[src/rtl/serial_word_deserializer.sv]
// Framed serial-to-parallel receiver with a one-word valid/ready holding register.
// Define SERIAL_WORD_DESERIALIZER_PARITY_EN to expect an even-parity bit after each word.
module serial_word_deserializer #(
    parameter int    w               = 4,
    parameter string shift_direction = "left"
) (
    input  logic         clk,
    input  logic         aclr_n,
    input  logic         sclr,
    input  logic         en,
    input  logic         SI,
    input  logic         sync,
    input  logic         q_ready,
    output logic [w-1:0] q,
    output logic         q_valid,
    output logic         busy,
    output logic         overrun,
    output logic         frame_err,
    output logic         parity_err
);

    localparam int CW     = $clog2(w + 1);
    localparam bit C_LEFT = (shift_direction == "left");

    typedef enum logic [1:0] {IDLE, SHIFT, PARITY} state_t;

    state_t         r_state, w_state_nxt;
    logic [CW-1:0]  r_cnt, w_cnt_nxt;
    logic [w-1:0]   r_sr, w_sr_nxt, w_pub_word;
    logic           w_pub, w_frame;
    logic [w-1:0]   r_q;
    logic           r_q_valid, r_overrun, r_frame_err;
`ifdef SERIAL_WORD_DESERIALIZER_PARITY_EN
    logic           w_pub_perr;
    logic           r_parity_err;
`endif

    function automatic logic [w-1:0] f_shift(input logic [w-1:0] s, input logic b);
        if (C_LEFT) return {s[w-2:0], b};
        else        return {b, s[w-1:1]};
    endfunction

    always_ff @(posedge clk or negedge aclr_n) begin
        if (!aclr_n)   r_state <= IDLE;
        else if (sclr) r_state <= IDLE;
        else           r_state <= w_state_nxt;
    end

    // A sync strobe always restarts the word, whatever state we are in.
    always_comb begin
        w_state_nxt = r_state;
        w_cnt_nxt   = r_cnt;
        w_sr_nxt    = r_sr;
        w_pub       = 1'b0;
        w_pub_word  = r_sr;
        w_frame     = 1'b0;
`ifdef SERIAL_WORD_DESERIALIZER_PARITY_EN
        w_pub_perr  = 1'b0;
`endif
        if (en) begin
            if (sync) begin
                w_frame     = (r_state != IDLE);
                w_sr_nxt    = f_shift('0, SI);
                w_cnt_nxt   = CW'(1);
                w_state_nxt = SHIFT;
            end else begin
                case (r_state)
                    SHIFT: begin
                        w_sr_nxt  = f_shift(r_sr, SI);
                        w_cnt_nxt = r_cnt + 1'b1;
                        if (r_cnt == CW'(w - 1)) begin
`ifdef SERIAL_WORD_DESERIALIZER_PARITY_EN
                            w_state_nxt = PARITY;
`else
                            w_pub       = 1'b1;
                            w_pub_word  = f_shift(r_sr, SI);
                            w_state_nxt = IDLE;
                            w_cnt_nxt   = '0;
`endif
                        end
                    end
`ifdef SERIAL_WORD_DESERIALIZER_PARITY_EN
                    PARITY: begin
                        w_pub       = 1'b1;
                        w_pub_word  = r_sr;
                        w_pub_perr  = (^r_sr) ^ SI;
                        w_state_nxt = IDLE;
                        w_cnt_nxt   = '0;
                    end
`endif
                    default: ;
                endcase
            end
        end
    end

    always_comb begin
        busy = (r_state != IDLE);
    end

    always_ff @(posedge clk or negedge aclr_n) begin
        if (!aclr_n) begin
            r_cnt <= '0;
            r_sr  <= '0;
        end else if (sclr) begin
            r_cnt <= '0;
            r_sr  <= '0;
        end else begin
            r_cnt <= w_cnt_nxt;
            r_sr  <= w_sr_nxt;
        end
    end

    // Holding register: a publish into a full, stalled slot is dropped and flagged.
    always_ff @(posedge clk or negedge aclr_n) begin
        if (!aclr_n) begin
            r_q          <= '0;
            r_q_valid    <= 1'b0;
            r_overrun    <= 1'b0;
            r_frame_err  <= 1'b0;
`ifdef SERIAL_WORD_DESERIALIZER_PARITY_EN
            r_parity_err <= 1'b0;
`endif
        end else if (sclr) begin
            r_q          <= '0;
            r_q_valid    <= 1'b0;
            r_overrun    <= 1'b0;
            r_frame_err  <= 1'b0;
`ifdef SERIAL_WORD_DESERIALIZER_PARITY_EN
            r_parity_err <= 1'b0;
`endif
        end else begin
            r_frame_err <= w_frame;
            if (w_pub) begin
                if (!r_q_valid || q_ready) begin
                    r_q          <= w_pub_word;
                    r_q_valid    <= 1'b1;
`ifdef SERIAL_WORD_DESERIALIZER_PARITY_EN
                    r_parity_err <= w_pub_perr;
`endif
                end else begin
                    r_overrun <= 1'b1;
                end
            end else if (r_q_valid && q_ready) begin
                r_q_valid <= 1'b0;
            end
        end
    end

    assign q         = r_q;
    assign q_valid   = r_q_valid;
    assign overrun   = r_overrun;
    assign frame_err = r_frame_err;
`ifdef SERIAL_WORD_DESERIALIZER_PARITY_EN
    assign parity_err = r_parity_err;
`else
    assign parity_err = 1'b0;
`endif

endmodule
[config.mk]
export PLATFORM = sky130hd
export DESIGN_NAME = serial_word_deserializer
export DESIGN_NICKNAME = d
export VERILOG_FILES = /design/src/rtl/serial_word_deserializer.sv
export SDC_FILE = /design/constraint.sdc
export NUM_CORES = 1
export LEC_CHECK = 0
export BUFFER_PORTS_ARGS = -buffer_cell sky130_fd_sc_hd__buf_2
export CORE_AREA = 2 2 39 41
export DETAILED_ROUTE_END_ITERATION = 6
export DIE_AREA = 0 0 41 43
export GPL_TIMING_DRIVEN = 0
export HOLD_SLACK_MARGIN = 0.15
export PLACE_DENSITY_LB_ADDON = 0.25
export SYNTH_ARGS = -nofsm -noshare
export SYNTH_HDL_FRONTEND = slang
export SYNTH_SLANG_ARGS = --single-unit
[constraint.sdc]
create_clock -name clk -period 2.6 [get_ports clk]
set_input_delay 0.39 -clock clk [delete_from_list [all_inputs] [get_ports clk]]
set_output_delay 0.39 -clock clk [all_outputs]
set_load 0.05 [all_outputs]
# == After elaboration in Yosys (flattened, before gate mapping) ==
# Index checks and enable logic that the tools add are counted.
# totals
register_bits,16
in_bits,7
output_inout_bits,9
# classes
n_addsub,1
n_eq_ne,4
n_mux,35
n_reduce_logical,15
# op_table
cell,count
$mux 4,11
$mux 3,5
$mux 1,14
$mux 2,5
$reduce_bool 3->1,3
$reduce_and 2->1,4
$reduce_bool 2->1,4
$add 3x1->3 const B,1
$eq 3x2->1 const B,1
$ne 3x2->1 const B,1
$reduce_and 3->1,1
$eq 2x1->1 const B,1
$ne 2x2->1 const B,1
$logic_and 1x1->1,1
$logic_not 1->1,1
$logic_or 1x1->1,1

# == Longest topological paths before layout ==
# Gate-level depths: netlist (run 1).
# logic_depth
depth_word,8
mapped_depth,4
mapped_depth_nobuf,4

# == Worst setup path after synthesis (run 1) ==
# Ideal clock, no wire load.
# synth_timing
path_type,register to register
from,reg r_state[0]
to,"reg r_q[0], in the netlist q[0]"
arrival_time_ns,1.526
required_ns,2.521
slack_ns,0.995
stages_incl_launch_ff,4
path_buffers,0
synth_period_minus_slack_ns,1.605
path_cell_list,dfrtp_1 > nand2_1 > nor4_4 > mux2i_1
# synth_between
elab_chain_len,7
word_cells_on_any_way,12
cone_classes,1 x eq/ne; 9 x mux; 2 x reduce/logical
# synth_rtl
item,line_no,rtl
start: declaration,27,"state_t r_state, w_state_nxt;"
start signal: assignment,46,else r_state <= w_state_nxt;
$eq 2x1->1 *,67,case (r_state)
$mux 4,67,
$mux 4,61,if (sync) begin
$mux 4,60,if (en) begin
$mux 4,135,if (!r_q_valid || q_ready) begin
$mux 4,134,if (w_pub) begin
$mux 4,124,end else if (sclr) begin
end signal: assignment,136,r_q <= w_pub_word;
end: declaration,31,logic [w-1:0] r_q;
# Every way passes the cells marked *; elsewhere a longest branch is shown, timed or not. The select of a mux whose other input is x is not followed.
# A chain may end at the register's enable or synchronous reset.

# == Final worst setup path (run 1) ==
# layout_timing
from,reg r_cnt[0]
to,reg r_cnt[1]
# layout_between
elab_chain_len,6
word_cells_on_any_way,7
cone_classes,1 x add/sub; 1 x eq/ne; 5 x mux
# layout_rtl
item,line_no,rtl
start: declaration,28,"logic [CW-1:0] r_cnt, w_cnt_nxt;"
start signal: assignment,109,r_cnt <= w_cnt_nxt;
$add 3x1->3 or $eq 3x2->1 (tied branches),"70, 71",
$mux 3 *,71,if (r_cnt == CW'(w - 1)) begin
$mux 3 *,67,
$mux 3 *,61,
$mux 3 *,60,
$mux 3 *,105,end else if (sclr) begin
# Marked as above.

==> results of run 1 <==
## placed cells by master, fill, tap and decap left out, types with 2 or more instances in the layout
cell,count
a22oi_1,2
clkbuf_4,3
nand2b_1,10
buf_2,14
nor2_1,7
nor3b_1,2
nor2b_1,2
mux2i_1,5
nand2_1,3
a31oi_1,2
a21oi_1,3
dfrtp_1,14
nand3b_1,2
clkbuf_1,2
## sequential cells by signal, indices dropped and copies added, names as in the netlist
| signal | count |
|---|---|
| overrun | 1 |
| q_valid | 1 |
| frame_err | 1 |
| r_state | 1 |
| q | 4 |
| r_sr | 3 |
| r_cnt | 3 |
## power breakdown
group          internal, W  leakage [nW]  total [W]  switching (W)
registers         0.000222         0.193   0.000226     0.00000418
clock network    0.0000853        0.0210   0.000156      0.0000708
logic            0.0000159         0.172  0.0000439      0.0000279
## through the flow
step | instance area (µm²) | utilization | setup slack (ns) | total power [W] | hold WS [ns]
floorplan | 688 | - | 0.995 | 0.000258 | 0.0944
global placement | 773 | 0.559 | 1.07 | 0.000273 | 0.301
detailed placement | 773 | 0.559 | 1.05 | 0.000274 | 0.302
CTS | 820 | 0.592 | 1.03 | 0.000428 | 0.366
global route | 820 | 0.592 | 0.959 | 0.000444 | 0.392
finish | 820 | 0.592 | 1.03 | 0.000426 | 0.361
## synthesized netlist by cell type, drive strengths merged
library cell and count:
mux2i 5, a21oi 3, nand2b 10, nor3b 2, nor4 1, buf 2
ha 1, nand4b 1, or4b 1, conb 1, nand3b 2, a22oi 2
a31oi 2, clkbuf 2, o21ai 2, and3b 1, inv 1, nor2b 2
nor2 7, nand2 3, dfrtp 14
## layout make-up
type	count	area [µm²]
clock buffer	4	36.3
timing repair buffer	14	75.1
fill	120	564
tap	16	20.0
buffer	4	20.0
sequential	14	350
inverter	1	3.75
multi-input combinational	46	314
## cell families (layout without fill, tap and decap cells)
group | Yosys count | after routing | share of synthesized area
flip-flops | 14 | 14 | 0.509
multiplexers | 5 | 5 | 0.0727
AND/OR/NAND/NOR | 30 | 30 | 0.278
buffers and inverters | 5 | 23 | 0.0345
adder cells (fa/ha/maj) | 1 | 1 | 0.0182
AO/OA/AOI/OAI | 9 | 9 | 0.0818
other | 1 | 1 | 0.00545
## routing by layer
metal	vias up	track usage	routed length [µm]
met1	242	0.214	497
met2	15	0.297	601
met4	0	0.0600	28
li1	256	-	-
met3	5	0.0314	52
met5	-	0	0
## path summary, 6_finish.rpt
path / start / to / slack [ns] / cells after the start
worst max-delay path: r_cnt[0] / r_cnt[1] / 1.03 / 4
worst min-delay path: SI / r_sr[0] / 0.36 / 3
worst max register to register: r_cnt[0] / r_cnt[1] / 1.03 / 4
worst min register to register: overrun / overrun / 0.50 / 2
max in group asynchronous: aclr_n / r_sr[2] / 1.84 / 2
min in group asynchronous: aclr_n / q[1] / 0.53 / 2
## worst max-delay path, stage by stage, from the launching register on
cell     delay, ns
dfrtp_1       0.41
ha_1          0.25
nor2b_1       0.17
or4b_1        0.50
a21oi_1       0.16
## what timing repair did
action	CTS	global route
hold buffers	1	0
setup endpoints to repair	0	0
hold endpoints to repair	14	0
==> flow_summary_export.csv, run 1 <==
group,metric,value,unit
outcome,run_status,"complete, no violations",
routing,routedWlPerCell,11.9,µm
synthesis,postSynthCellCount,65,
timing,fmax,636,MHz
die,core-area,1380,µm²
die,dieArea,1760,µm²
timing,hold_viol,0,
timing,slew_viol_final,0,
placed_design,dp_hpwl,888,µm
die,rows,14,
worst_setup_path,startpoint_type,"flop",
synthesis,synth_top_area_cell,"dfrtp_1",
clocking,ctsHtreeMaxLevel,1,
worst_setup_path,crit_fanout,4,
cells_and_area,area_delta_synth_final,19.1,%
clocking,post_cts_buffers,0,
timing,period_share,0.604,
die,ios,16,
global_route,track_usage,0.177,
clocking,cts.repair.resized,0,
cells_and_area,drive_above_1_share,0.253,
routing,ant_nets,0,
clocking,cts_buffers,3,
timing,setup_viol,0,
clocking,insertion_delay,0.28,ns
power,power_leakage,0.386,nW
global_route,antenna_found_initial,0,
synthesis,yosys_register_bits,14,
worst_setup_path,critPathKind,"reg2reg",
synthesis,ys_warn_count,0,
global_route,grt_max_degree,15,
placed_design,post-place-cells,94,
worst_hold_path,hold_path_class,"in2reg",
clocking,clk_pin_slew,0.08,ns
routing,drc_errors,0,
timing,skew,0.00154,ns
timing,rsz0062_at_grt,"no",
timing,final.min_clock_period,1.57,ns
worst_setup_path,crit_required,2.81,ns
routing,drt-total-wl,1180,µm
worst_setup_path,critical_path_arrival,1.78,ns
die,die_x,41,µm
global_route,grt_pass1_wl,2130,µm
clocking,clockBufferDepth,2,
timing,fin_tns_setup,0,ns
flow_run,maxCapViolCount,0,
die,die_y,43,µm
clocking,cts.sink_count,14,
routing,drtPass1Iterations,5,
cells_and_area,final_cells,99,
routing,viasPerCell,5.23,
synthesis,synth_top_area_frac,0.509,
synthesis,synth.distinct_cells,23,
global_route,gr-total-overflow,0,
placed_design,placement.io_buffers,13,
clocking,cts_tree,"yes",
placed_design,routabilityCongestion,0.761,
power,ir_worst_vdd,0.391,mV
die,start_util,0.497,
routing,drtIter0Drc,7,
clocking,cts_root_buf,"clkbuf_4",
synthesis,synth.avg_cell_area,10.6,µm²
cells_and_area,nets,92,
synthesis,synth.cell_area,688,µm²
global_route,grt_pass1_vias,515,
routing,dr_total_vias,518,
power,power.density,519,nW/µm²
synthesis,synthTopCellsByArea,"dfrtp_1 (51%), nand2b_1 (9.1%), mux2i_1 (7.3%), nor2_1 (3.8%), nor4_4 (3.1%)",
cells_and_area,num_antenna_cells,0,
synthesis,ys_seq_area_frac,0.509,
worst_setup_path,critPathCaptureType,"flop",
synthesis,syn_nets,73,
Power figures use the tool's default switching activity.
==> inputs of run 2 (changes only) <==
--- a/config.mk
+++ b/config.mk
@@ -6,9 +6,9 @@
 export NUM_CORES = 1
 export LEC_CHECK = 0
 export BUFFER_PORTS_ARGS = -buffer_cell sky130_fd_sc_hd__buf_2
-export CORE_AREA = 2 2 39 41
+export CORE_MARGIN = 2
+export CORE_UTILIZATION = 50
 export DETAILED_ROUTE_END_ITERATION = 6
-export DIE_AREA = 0 0 41 43
 export GPL_TIMING_DRIVEN = 0
 export HOLD_SLACK_MARGIN = 0.15
 export PLACE_DENSITY_LB_ADDON = 0.25
==> constraint.sdc (replaced) <==
create_clock -name clk -period 1.6 [get_ports clk]
set_input_delay 0.24 -clock clk [delete_from_list [all_inputs] [get_ports clk]]
set_output_delay 0.24 -clock clk [all_outputs]
set_load 0.05 [all_outputs]
==> flow_summary_export.csv, run 2 (synthesis results as in run 1) <==
group,metric,value,unit
cells_and_area,area_delta_synth_final,18.0,%
cells_and_area,final_common_cell,"buf_2",
die,rows,13,
cells_and_area,design_area,812,µm²
worst_setup_path,critPathCaptureType,"flop",
clocking,cts.sink_count,14,
clocking,post_cts_buffers,0,
clocking,cts_buffers,3,
power,ir_worst_vdd,0.408,mV
flow_run,maxCapViolCount,0,
clocking,clk_pin_slew,0.09,ns
clocking,insertion_delay,0.28,ns
cells_and_area,mostFrequentLayoutCells,"buf_2 (14), dfrtp_1 (13), nand2b_1 (10)",
cells_and_area,drive_above_1_share,0.265,
die,start_util,0.529,
clocking,cts_root_buf,"clkbuf_4",
worst_setup_path,critPathKind,"reg2reg",
die,dieArea,1690,µm²
placed_design,dp_hpwl,911,µm
global_route,grt_pass1_vias,461,
placed_design,placed_area,773,µm²
cells_and_area,num_antenna_cells,0,
clocking,clockBufferDepth,2,
timing,setup_viol,0,
timing,rsz0062_at_grt,"no",
timing,slew_viol_final,0,
worst_setup_path,critical_path_arrival,1.75,ns
routing,routedWlPerCell,13.2,µm
routing,dr_total_vias,532,
power,power.density,803,nW/µm²
worst_setup_path,cpMaxStageDelayCell,"or4b_1",
worst_setup_path,max_stage_delay,0.51,ns
timing,fin_tns_setup,0,ns
global_route,grt_use_met3,0.0489,
global_route,grt_use_met2,0.316,
cells_and_area,largest_reg_flops,4,
die,core-area,1300,µm²
outcome,run_status,"complete, no violations",
global_route,track_usage,0.200,
routing,drt-total-wl,1290,µm
global_route,grt_max_degree,15,
worst_setup_path,worst-path-buf-inv,0,
global_route,top_usage_layer,"met2",
global_route,antenna_found_initial,0,
worst_setup_path,critPathTopFamily,"simple AND/OR/NAND/NOR gates",
die,die_y,41.1,µm
routing,viasPerCell,5.43,
timing,period_share,0.966,
routing,drc_errors,0,
placed_design,placement.io_buffers,13,
die,ios,16,
routing,drtPass1Iterations,2,
routing,ant_nets,0,
worst_setup_path,startpoint_type,"flop",
worst_setup_path,crit_fanout,4,
power,power_leakage,0.376,nW
worst_setup_path,path_depth,4,
global_route,grt_pass1_wl,2060,µm
worst_hold_path,hold_depth,3,
timing,final.min_clock_period,1.55,ns
die,die_x,41.1,µm
worst_setup_path,crit_chain,"ha_2, nor2b_1, or4b_1, a21oi_1",
clocking,ctsHtreeMaxLevel,1,
global_route,met1_usage,0.232,
worst_setup_path,rr_worst_depth,4,
placed_design,routabilityCongestion,0.765,
global_route,gr-total-overflow,0,
clocking,cts_tree,"yes",
worst_setup_path,crit_required,1.80,ns
cells_and_area,nets,92,
timing,skew,0.00669,ns
routing,drtIter0Drc,4,
timing,hold_viol,0,
timing,fmax,647,MHz
worst_hold_path,hold_path_class,"in2reg",
-- run 2: changes by cell type in the layout (fill, tap and decap cells not counted) --
cell and delta:
clkbuf_8 -1, dfrtp_1 -1, clkbuf_1 +1, ha_2 +1
dfrtp_2 +1, ha_1 -1
-- run 2: where the power goes --
group	internal (W)	total, W	switching [W]	leakage (nW)
clock	0.0000967	0.000211	0.000114	0.0150
sequential	0.000360	0.000368	0.00000769	0.192
combinational	0.0000261	0.0000732	0.0000471	0.170
-- run 2: worst paths after layout --
check                           startpoint    endpoint  slack, ns
max in group asynchronous           aclr_n  r_state[0]       0.97
worst max register to register    r_cnt[0]    r_cnt[1]       0.05
worst min register to register     overrun     overrun       0.52
worst min-delay path                    SI     r_sr[0]       0.24
min in group asynchronous           aclr_n        q[2]       0.38
worst max-delay path              r_cnt[0]    r_cnt[1]       0.05
-- run 2: area by class of cell --
cell class / count / area (µm²)
flip-flops and latches: 14 / 352
multi-input cells: 46 / 317
fillers: 127 / 489
inverters: 1 / 3.75
clock buffers: 4 / 26.3
plain buffers: 4 / 20.0
repair buffers: 14 / 75.1
well taps: 15 / 18.8
-- run 2: worst register-to-register path, cell delays in order, from the launching register on --
cell and delay, ns:
dfrtp_1 0.42, ha_2 0.22, nor2b_1 0.16, or4b_1 0.51, a21oi_1 0.16
-- run 2: per-stage QoR --
step | utilization | total power (W) | cells | setup slack (ns) | hold WS (ns)
2_1_floorplan | - | 0.000419 | 65 | 0.159 | -0.0556
3_3_place_gp | 0.594 | 0.000444 | 93 | 0.0950 | 0.151
3_5_place_dp | 0.594 | 0.000445 | 93 | 0.0623 | 0.149
4_1_cts | 0.622 | 0.000655 | 98 | 0.0336 | 0.225
5_1_grt | 0.624 | 0.000687 | 98 | 0.0209 | 0.251
6_report | 0.624 | 0.000652 | 98 | 0.0538 | 0.239
-- run 2: routing by layer --
metal | share of wire | vias to the layer above
met5 | 0 | -
met4 | 0.032 | 0
met2 | 0.49 | 15
li1 | - | 257
met3 | 0.046 | 5
met1 | 0.44 | 255
-- run 2: what timing repair did --
action                                 4_1_cts  5_1_grt
endpoints found under the hold margin       14        0
hold buffers                                 1        0
resized for setup                            0        1
setup endpoints to repair                    0        2
==> inputs of run 3 (changes only) <==
--- a/config.mk
+++ b/config.mk
@@ -11,7 +11,7 @@
 export DETAILED_ROUTE_END_ITERATION = 6
 export GPL_TIMING_DRIVEN = 0
 export HOLD_SLACK_MARGIN = 0.15
-export PLACE_DENSITY_LB_ADDON = 0.25
+export PLACE_DENSITY = 0.75
 export SYNTH_ARGS = -nofsm -noshare
 export SYNTH_HDL_FRONTEND = slang
 export SYNTH_SLANG_ARGS = --single-unit
==> flow_summary_export.csv, run 3 (synthesis results as in run 1) <==
group,metric,value,unit
routing,dr_total_vias,509,
cells_and_area,nets,92,
routing,drtIter0Drc,4,
die,core-area,1300,µm²
cells_and_area,fill_cells,117,
power,power.density,848,nW/µm²
power,ir_worst_vdd,0.493,mV
worst_setup_path,critPathCaptureType,"flop",
timing,holdWs,0.228,ns
worst_hold_path,hold_depth,3,
worst_setup_path,critPathKind,"reg2reg",
worst_setup_path,max_stage_delay,0.50,ns
clocking,cts.sink_count,14,
cells_and_area,mostFrequentLayoutCells,"buf_2 (14), dfrtp_1 (13), nand2b_1 (10)",
routing,drc_errors,0,
timing,setup_slack,0.0842,ns
global_route,grt_use_met2,0.238,
cells_and_area,post-route-util,0.632,
clocking,clockBufferDepth,2,
timing,hold_viol,0,
die,die_y,41.1,µm
die,rows,13,
timing,slew_viol_final,0,
global_route,track_usage,0.173,
clocking,ctsHtreeMaxLevel,1,
clocking,cts_tree,"yes",
routing,ant_nets,0,
worst_setup_path,critical_path_arrival,1.72,ns
timing,final.min_clock_period,1.52,ns
worst_hold_path,hp-start,"SI",
die,ios,16,
power,p_sw,0.000172,W
die,die_x,41.1,µm
routing,drt-total-wl,1200,µm
flow_run,maxCapViolCount,0,
global_route,grt_pass1_vias,411,
global_route,antenna_found_initial,0,
clocking,insertion_delay,0.28,ns
worst_setup_path,r2r_end,"r_cnt[1]",
clocking,post_cts_buffers,0,
timing,fmax,660,MHz
global_route,grt_max_degree,15,
die,start_util,0.529,
cells_and_area,multi_input_area,317,µm²
power,seq_power_share,0.528,
global_route,gr-total-overflow,0,
worst_setup_path,startpoint_type,"flop",
placed_design,post-place-cells,93,
timing,period_share,0.947,
power,p_sw_frac,0.247,
cells_and_area,regArea,352,µm²
worst_setup_path,rr_worst_depth,4,
timing,rsz0062_at_grt,"no",
worst_setup_path,r2r_setup_slack,0.08,ns
power,p_clk_frac,0.369,
global_route,top_usage_layer,"met1",
timing,setup_viol,0,
worst_setup_path,worst-path-buf-inv,0,
worst_setup_path,crit_fanout,4,
routing,drtPass1Iterations,3,
cells_and_area,largest_reg_flops,4,
global_route,met1_usage,0.240,
outcome,run_status,"complete, no violations",
cells_and_area,area_delta_synth_final,19.5,%
placed_design,routabilityCongestion,0.748,
routing,viasPerCell,5.19,
timing,skew,0.00197,ns
worst_setup_path,crit_required,1.81,ns
cells_and_area,final_common_cell,"buf_2",
clocking,clk_pin_slew,0.09,ns
cells_and_area,final_cells,98,
worst_hold_path,whs_endpoint,"q[0]",
power,p_comb_frac,0.103,
power,power_leakage,0.382,nW
cells_and_area,drive_above_1_share,0.277,
cells_and_area,num_antenna_cells,0,
worst_setup_path,crit_chain,"ha_2, nor2b_1, or4b_1, a21oi_1",
placed_design,pre_cts_slack,0.0569,ns
clocking,cts_buffers,3,
die,dieArea,1690,µm²
power,p_int,0.000525,W
placed_design,placement.io_buffers,13,
worst_setup_path,critPathTopFamily,"simple AND/OR/NAND/NOR gates",
global_route,grt_pass1_wl,1860,µm
worst_setup_path,rr_startpoint,"r_cnt[0]",
worst_setup_path,cpMaxStageDelayCell,"or4b_1",
timing,fin_tns_setup,0,ns
worst_hold_path,hold_path_class,"in2reg",
routing,routedWlPerCell,12.3,µm
clocking,cts_root_buf,"clkbuf_4",
global_route,grt_use_met3,0.0326,
-- run 3: stage by stage --
step / area, µm² / power (W)
3_5_place_dp: 773 / 0.000445
5_1_grt: 822 / 0.000725
6_report: 822 / 0.000697
2_1_floorplan: 689 / 0.000419
4_1_cts: 820 / 0.000703
3_3_place_gp: 773 / 0.000443
-- run 3: worst max path at each step --
stage	startpoint	slack [ns]	cells past startpoint	endpoint
detailed placement	r_cnt[0]	0.06	4	r_cnt[1]
global route	r_cnt[0]	0.01	4	r_cnt[1]
global placement	r_cnt[0]	0.08	4	r_cnt[1]
floorplan	r_cnt[0]	0.16	4	r_cnt[1]
finish	r_cnt[0]	0.08	4	r_cnt[1]
CTS	r_cnt[0]	0.05	4	r_cnt[1]
-- run 3: final cells by class --
cell class / instances / area share
Sequential cell: 14 / 0.428
Inverter: 1 / 0.00457
Buffer: 4 / 0.0244
Timing Repair Buffer: 14 / 0.0913
Tap cell: 15 / 0.0228
Clock buffer: 4 / 0.0441
Multi-Input combinational cell: 46 / 0.385
-- run 3: worst min-delay path: stages --
cell	delay, ns
buf_2	0.10
nand2b_1	0.06
mux2i_1	0.07
-- run 3: metal layers --
metal  wire length [µm]  up-vias
li1                   -      259
met1                606      235
met2                537       13
met3                 47        2
met4                 11        0
met5                  0        -
-- run 3: power by group through the flow --
stage                     sequential (W)  clock, W  combinational (W)
final                           0.000368  0.000258          0.0000716
after global routing            0.000369  0.000274          0.0000817
after CTS                       0.000368  0.000263          0.0000725
after detailed placement        0.000375         0          0.0000706
after global placement          0.000374         0          0.0000693
after floorplan                 0.000380         0          0.0000392
-- run 3: repair_timing --
item,CTS,global route
setup endpoints to repair,0,1
resized for setup,0,1
hold buffers,1,0
endpoints found under the hold margin,14,0
